[config.mk]
export PLATFORM = sky130hd
export DESIGN_NAME = serdiv_arbiter
export DESIGN_NICKNAME = d
export VERILOG_FILES = /design/src/rtl/serdiv_arbiter.sv
export SDC_FILE = /design/constraint.sdc
export NUM_CORES = 1
export LEC_CHECK = 0
export ABC_CLOCK_PERIOD_IN_PS = 2300
export BUFFER_PORTS_ARGS = -buffer_cell sky130_fd_sc_hd__buf_2
export CAP_MARGIN = 10
export CORE_AREA = 2 2 211 213
export DETAILED_ROUTE_END_ITERATION = 10
export DIE_AREA = 0 0 213 215
export RECOVER_POWER = 100
export SKIP_CTS_REPAIR_TIMING = 1
export SYNTH_ARGS = -nofsm -noshare
export SYNTH_HDL_FRONTEND = slang
export SYNTH_SLANG_ARGS = --single-unit
[constraint.sdc]
create_clock -name clk -period 2.3 [get_ports clk]
set_clock_uncertainty 0.2 [all_clocks]
set_input_delay 0 -clock clk [delete_from_list [all_inputs] [get_ports clk]]
set_output_delay 0 -clock clk [all_outputs]
set_load 0.02 [all_outputs]
[src/rtl/serdiv_arbiter.sv]
// ============================================================================
// Module   : serdiv_arbiter
// Brief    : Round-robin arbiter sharing one serdiv divider among NREQ
//            requesters; optional watchdog under SERDIV_ARB_TIMEOUT_EN.
// Revision : 1.0 - initial release
// ============================================================================
`default_nettype none

module serdiv_arbiter #(
  parameter int NREQ          = 2,
  parameter int WIDTH         = 64,
  parameter int TRANS_ID_BITS = 3,
  parameter int TIMEOUT_CYC   = 128
) (
  input  logic                          clk,
  input  logic                          rst,
  input  logic                          flush_i,
  input  logic [NREQ-1:0]               req_vld_i,
  output logic [NREQ-1:0]               req_rdy_o,
  input  logic [NREQ*WIDTH-1:0]         req_op_a_i,
  input  logic [NREQ*WIDTH-1:0]         req_op_b_i,
  input  logic [NREQ*2-1:0]             req_opcode_i,
  input  logic [NREQ*TRANS_ID_BITS-1:0] req_id_i,
  output logic [NREQ-1:0]               rsp_vld_o,
  input  logic [NREQ-1:0]               rsp_rdy_i,
  output logic [WIDTH-1:0]              rsp_res_o,
  output logic [TRANS_ID_BITS-1:0]      rsp_id_o,
  output logic                          rsp_err_o,
  output logic                          div_in_vld_o,
  input  logic                          div_in_rdy_i,
  output logic [WIDTH-1:0]              div_op_a_o,
  output logic [WIDTH-1:0]              div_op_b_o,
  output logic [1:0]                    div_opcode_o,
  output logic [TRANS_ID_BITS-1:0]      div_id_o,
  output logic                          div_flush_o,
  input  logic                          div_out_vld_i,
  output logic                          div_out_rdy_o,
  input  logic [WIDTH-1:0]              div_res_i,
  input  logic [TRANS_ID_BITS-1:0]      div_id_i
);

  localparam int PTR_W = (NREQ > 1) ? $clog2(NREQ) : 1;

  typedef enum logic [1:0] {
    S_IDLE  = 2'd0,
    S_ISSUE = 2'd1,
    S_WAIT  = 2'd2,
    S_RESP  = 2'd3
  } state_t;

  state_t                     r_state;
  state_t                     w_state_nxt;
  logic [PTR_W-1:0]           r_rr_ptr;
  logic [PTR_W-1:0]           r_owner;
  logic [WIDTH-1:0]           r_op_a;
  logic [WIDTH-1:0]           r_op_b;
  logic [1:0]                 r_opcode;
  logic [TRANS_ID_BITS-1:0]   r_id;
  logic [WIDTH-1:0]           r_res;
  logic [TRANS_ID_BITS-1:0]   r_res_id;
  logic                       r_err;

  logic                       w_gnt_vld;
  logic [PTR_W-1:0]           w_gnt_idx;
  logic [PTR_W-1:0]           w_rr_nxt;
  logic                       w_accept;
  logic                       w_div_done;
  logic                       w_rsp_hs;
  logic                       w_timeout;

  // Grant search starts at rr_ptr and wraps at NREQ-1 back to 0.
  always_comb begin
    int               v_j;
    logic [PTR_W-1:0] v_idx;
    w_gnt_vld = 1'b0;
    w_gnt_idx = '0;
    v_j       = 0;
    v_idx     = '0;
    for (int i = 0; i < NREQ; i++) begin
      v_j = int'(r_rr_ptr) + i;
      if (v_j >= NREQ) begin
        v_j = v_j - NREQ;
      end
      v_idx = PTR_W'(v_j);
      if (!w_gnt_vld && req_vld_i[v_idx]) begin
        w_gnt_vld = 1'b1;
        w_gnt_idx = v_idx;
      end
    end
  end

  assign w_accept   = (r_state == S_IDLE) && w_gnt_vld && !flush_i;
  assign w_div_done = (r_state == S_WAIT) && div_out_vld_i;
  assign w_rsp_hs   = (r_state == S_RESP) && rsp_rdy_i[r_owner] && !flush_i;
  assign w_rr_nxt   = (r_owner == PTR_W'(NREQ - 1)) ? '0 : r_owner + PTR_W'(1);

`ifdef SERDIV_ARB_TIMEOUT_EN
  localparam int CNT_W = $clog2(TIMEOUT_CYC + 1);

  logic [CNT_W-1:0] r_cnt;

  // Fires on the TIMEOUT_CYC-th cycle spent in ISSUE/WAIT.
  assign w_timeout = ((r_state == S_ISSUE) || (r_state == S_WAIT)) &&
                     (r_cnt == CNT_W'(TIMEOUT_CYC - 1)) && !w_div_done;

  always_ff @(posedge clk) begin
    if (rst) begin
      r_cnt <= '0;
      r_err <= 1'b0;
    end else begin
      if (w_accept) begin
        r_cnt <= '0;
        r_err <= 1'b0;
      end else if ((r_state == S_ISSUE) || (r_state == S_WAIT)) begin
        r_cnt <= r_cnt + CNT_W'(1);
      end
      if (w_timeout && !flush_i) begin
        r_err <= 1'b1;
      end
    end
  end
`else
  assign w_timeout = 1'b0;
  assign r_err     = 1'b0;
`endif

  always_comb begin
    w_state_nxt = r_state;
    case (r_state)
      S_IDLE: begin
        if (w_accept) begin
          w_state_nxt = S_ISSUE;
        end
      end
      S_ISSUE: begin
        if (w_timeout) begin
          w_state_nxt = S_RESP;
        end else if (div_in_rdy_i) begin
          w_state_nxt = S_WAIT;
        end
      end
      S_WAIT: begin
        if (div_out_vld_i || w_timeout) begin
          w_state_nxt = S_RESP;
        end
      end
      S_RESP: begin
        if (w_rsp_hs) begin
          w_state_nxt = S_IDLE;
        end
      end
      default: w_state_nxt = S_IDLE;
    endcase
    if (flush_i) begin
      w_state_nxt = S_IDLE;
    end
  end

  always_ff @(posedge clk) begin
    if (rst) begin
      r_state  <= S_IDLE;
      r_rr_ptr <= '0;
      r_owner  <= '0;
      r_op_a   <= '0;
      r_op_b   <= '0;
      r_opcode <= '0;
      r_id     <= '0;
      r_res    <= '0;
      r_res_id <= '0;
    end else begin
      r_state <= w_state_nxt;
      if (w_accept) begin
        r_owner  <= w_gnt_idx;
        r_op_a   <= req_op_a_i[w_gnt_idx*WIDTH +: WIDTH];
        r_op_b   <= req_op_b_i[w_gnt_idx*WIDTH +: WIDTH];
        r_opcode <= req_opcode_i[w_gnt_idx*2 +: 2];
        r_id     <= req_id_i[w_gnt_idx*TRANS_ID_BITS +: TRANS_ID_BITS];
      end
      if (w_div_done) begin
        r_res    <= div_res_i;
        r_res_id <= div_id_i;
      end else if (w_timeout) begin
        r_res    <= '1;
        r_res_id <= r_id;
      end
      if (w_rsp_hs) begin
        r_rr_ptr <= w_rr_nxt;
      end
    end
  end

  // A flush cancels any handshake in the same cycle on both sides.
  assign req_rdy_o     = (w_accept && !rst) ? (NREQ'(1) << w_gnt_idx) : '0;
  assign rsp_vld_o     = ((r_state == S_RESP) && !flush_i) ? (NREQ'(1) << r_owner) : '0;
  assign rsp_res_o     = r_res;
  assign rsp_id_o      = r_res_id;
  assign rsp_err_o     = (rsp_vld_o != '0) && r_err;

  assign div_in_vld_o  = (r_state == S_ISSUE) && !flush_i;
  assign div_op_a_o    = r_op_a;
  assign div_op_b_o    = r_op_b;
  assign div_opcode_o  = r_opcode;
  assign div_id_o      = r_id;
  assign div_out_rdy_o = (r_state == S_WAIT);
  assign div_flush_o   = flush_i | w_timeout;

endmodule

`default_nettype wire

==> Yosys cells after proc, flatten, opt, wreduce, memory -nomap -nowiden <==
Index checks and enable logic that the tools add are counted.
Widths: inputs -> output; s select.
{ "word_totals": {"input_bits": 342, "regBits": 204} }
{ "classes": {"n_reduce_logical": 15, "muxes": 20, "n_shift": 6, "add_sub_neg": 4, "eq_ne": 7, "multipliers": 1, "order_cmp": 5} }
{ "ops": {"columns": ["operator", "n"], "rows": [
  ["$shiftx 128x8->64", 2],
  ["$mux 1", 13],
  ["$mux 2", 6],
  ["$logic_and 1x1->1", 9],
  ["$ne 2x2->1 const B", 4],
  ["$pmux 2 s4", 1],
  ["$lt 1x2->1 const B", 3],
  ["$shiftx 6x4->3", 1],
  ["$eq 2x2->1 const B", 2],
  ["$reduce_and 4->1", 1],
  ["$shiftx 4x3->2", 1],
  ["$shl 1x1->2 const A", 2],
  ["$logic_not 1->1", 3],
  ["$mul 1x2->3 const B", 1],
  ["$add 1x1->2 const B", 1],
  ["$eq 2x1->1 const B", 1],
  ["$ge 1x2->1 const B", 1],
  ["$ge 2x2->1 const B", 1],
  ["$logic_not 2->1", 1],
  ["$reduce_or 2->1", 1],
  ["$sub 1x1->1 const B", 2],
  ["$add 1x1->1 const B", 1]
]} }

==> Depth between registers and ports, before layout <==
{ "logic_depth": {"word_depth": 12, "mapped_depth": 8} }

==> Least setup slack after synthesis <==
Ideal clock, no wire load.
{ "synth_path": {"kind": "reg-to-reg", "from": "register r_state[0]", "to": "register r_id[0], in the netlist div_id_o[0]", "stages_incl_launch_ff": 8, "arrival_ps": 1505, "path_slack_ps": 473, "path_buffers": 2, "required_ps": 1978, "path_cell_list": "dfxtp_1 > inv_1 > ha_1 > nand2_2 > nor2_4 > buf_2 > buf_2 > a221o_1"} }
{ "synth_via": {"elab_chain_cells": 3} }
{ "synth_lines": {"columns": ["element", "line", "text"], "rows": [
  ["start, declared", "51", "state_t r_state;"],
  ["start signal, assigned", "171", "r_state <= w_state_nxt;"],
  ["$logic_not 2->1", "92", "assign w_accept = (r_state == S_IDLE) && w_gnt_vld && !flush_i;"],
  ["$logic_and 1x1->1 (2 in series)", "92", null],
  ["end signal, assigned", "177", "r_id <= req_id_i[w_gnt_idx*TRANS_ID_BITS +: TRANS_ID_BITS];"],
  ["end, declared", "58", "logic [TRANS_ID_BITS-1:0] r_id;"]
]} }
Every way passes these cells.
A chain may end at the register's enable or synchronous reset.

==> Worst setup path in the final report <==
{ "layout_path": {"from": "register r_state[1]", "to": "output port req_rdy_o[1]"} }
{ "layout_via": {"elab_chain_cells": 5} }
{ "layout_lines": {"columns": ["element", "line", "text"], "rows": [
  ["$logic_not 2->1", "92", null],
  ["$logic_and 1x1->1 (2 in series)", "92", null],
  ["$logic_and 1x1->1", "193", "assign req_rdy_o = (w_accept && !rst) ? (NREQ'(1) << w_gnt_idx) : '0;"],
  ["$mux 2", "193", null],
  ["end, declared", "19", "output logic [NREQ-1:0] req_rdy_o,"]
]} }
Every way passes these cells.

==> results_dict.tcl <==
set metrics [dict create \
    worstPathMaxFanout 19 \
    drt-total-wl_um 36900 \
    crit_start "r_state[1]" \
    die-area_sq_um 45800 \
    ys_ff_latch 204 \
    ys.flop_type "dfxtp_1" \
    root_buffer "clkbuf_16" \
    synth.distinct_cells 31 \
    clkPwrFrac 0.422 \
    portBuffers 548 \
    grt_max_degree 124 \
    start_util 0.178 \
    cts.htree.levels 1 \
    clk_latency_ns 0.53 \
    grt_pass1_vias 7888 \
    ir_worst_vdd_mv 0.476 \
    slew_violations 0 \
    grt_pass1_wl_um 42500 \
    fillers 4352 \
    synth_largest_area_cell "dfxtp_1" \
    die_x_um 213 \
    synth_area_per_cell_sq_um 9.91 \
    pwr-share-seq 0.407 \
    power.leakage_nw 6.36 \
    rows 77 \
    utilization 0.348 \
    p_switching_mw 2.43 \
    synth-edff-count 0 \
    worstMarginPinSlew_ns 0.772 \
    cp.required_ns 2.10 \
    syn_to_final_growth_pct 96.3 \
    cts_tree "built" \
    grt_usage 0.116 \
    dpl.hpwl_um 21600 \
    period_share 0.940 \
    rsz0062_at_grt "false" \
    synth_cells 782 \
    seq_area_sq_um 4080 \
    p_sw_frac 0.258 \
    power_density_nw_per_um2 618 \
    antenna_left 0 \
    timing.fmax_ghz 0.463 \
    p_int_mw 6.98 \
    route.detailed.drc 0 \
    end_kind "primary output" \
    io-pin-count 550 \
    cts_max_path_buffers 3 \
    path_class "register to primary output" \
    multiInputGateArea_sq_um 3290 \
    slew-limit-headroom 0.486 \
    synth_async_sr_flop_share 0 \
    syn_nets 1129 \
    ys_warn_count 0 \
    synth_top_cells_by_area "dfxtp_1, a221o_1, and2_1, nand2_1, a21oi_1" \
    drive_gt1_frac 0.251 \
    dr.first_iter.drc_count 657 \
    hold_ws_ns 0.00258 \
    drv_cap 0 \
    hold_path_class "primary input to register" \
    finalSetupViolCount 0 \
    synth_top_cell_area_share 0.527 \
    num_vias 9877 \
    cts.sinks 204 \
    diodes 0 \
    core_sq_um 43600 \
    vias_per_cell 4.35 \
    fin_nets 2009 \
    timing.rr.start "r_state[1]" \
    gr-total-overflow 0 \
    finalCriticalPeriod_ns 2.16 \
    synth_area_sq_um 7750 \
    gp_congestion 0.886 \
    p_total_mw 9.41 \
    clkSlewWorstSetupHoldPaths_ns 0.06 \
    synth.yosys.seq_area_share 0.527 \
    run_status "complete, no violations" \
    hp-start "req_vld_i[0]" \
    dp.cells 1884 \
    combPwrFrac 0.171 \
    cp_data_arrival_time_ns 1.96 \
    dieHeight_um 215 \
    hold_violations 0 \
    fin_tns_setup_ns 0 \
    fin_cells 2271 \
    cts_buffers 24 \
    antenna_found_initial 0 \
    critPathLaunchType "register" \
    dr.pass1.iters 5 \
    wl_per_cell_um 16.3 \
]
[power by group through the flow]
| stage | clock, mW | combinational (mW) | sequential, mW |
|---|---|---|---|
| final | 3.97 | 1.61 | 3.82 |
| after global routing | 4.23 | 1.71 | 3.84 |
| after CTS | 4.08 | 1.16 | 3.81 |
| after detailed placement | 0 | 1.15 | 3.88 |
| after global placement | 0 | 1.14 | 3.88 |
| after floorplan | 0 | 0.359 | 4.08 |
[synth_stat cells (2+ instances only)]
master    instances
a21o_1            2
a21oi_1          68
a221o_1         132
and2_0            8
and2_1          126
buf_1             7
buf_2            21
buf_4             4
buf_6             7
clkbuf_1         28
dfxtp_1         204
ha_1              5
inv_1             6
mux2i_1           2
nand2_1         142
nor2_4            3
nor2b_1           2
o21ai_0           2
[stage by stage]
step / worst slack (ns) / area, sq um
floorplan: 0.473 / 7750
global placement: 0.320 / 11200
detailed placement: 0.255 / 11200
CTS: -0.136 / 12000
global route: 0.00590 / 15200
finish: 0.138 / 15200
[sequential cells by signal, indices dropped and copies added, names as in the netlist]
register      cells
div_op_a_o       64
rsp_id_o          3
r_state           2
r_rr_ptr          1
div_opcode_o      2
div_op_b_o       64
div_id_o          3
rsp_res_o        64
r_owner           1
[worst paths after layout]
kind / slack (ns) / endpoint / cells after the start
worst min-delay path: 0.003 / r_state[1] / 5
worst max-delay path: 0.14 / req_rdy_o[1] / 6
worst max register to register: 0.15 / div_op_b_o[41] / 6
worst min register to register: 0.25 / rsp_res_o[15] / 2
[area by class of cell]
type | instances | area share
clock buffer | 36 | 0.0504
clock inverter | 7 | 0.00420
inverter | 6 | 0.00148
multi-input combinational | 505 | 0.216
sequential | 204 | 0.269
tap | 592 | 0.0487
timing repair buffer | 921 | 0.410
[layout by cell type (no fill, tap or decap), drive strengths merged, types with 3 or more instances in the layout]
master         n
buf          369
clkinv         5
inv            7
dlygate4sd3  344
a221o        132
o21ai          3
a21oi         69
nand2        143
nor2           4
ha             5
clkbuf       244
dfxtp        204
and2         134
[cells by family (layout without fill, tap and decap cells)]
group,count (synthesis),in the layout,share of synthesized area
adders and majority gates,5,5,0.00807
and+or+nand+nor,286,286,0.187
DFF,204,204,0.527
AOI/OAI and AO/OA,211,211,0.228
buffers and inverters,73,970,0.0475
muxes,2,2,0.00258
other,1,1,0.000484
[critical path, cell delays in order, from the launching register on]
cell     delay, ns
dfxtp_1       0.35
inv_1         0.12
ha_2          0.22
nand2_2       0.10
nor2_4        0.17
buf_8         0.25
buf_2         0.21
[metal layers]
metal,part of all wire,global-route usage,wire (um)
met1,0.38,0.136,14000
met3,0.092,0.0378,3390
met4,0.048,0.0392,1780
met5,0,0,0
met2,0.48,0.198,17700
(Power assumes the default switching activity.)
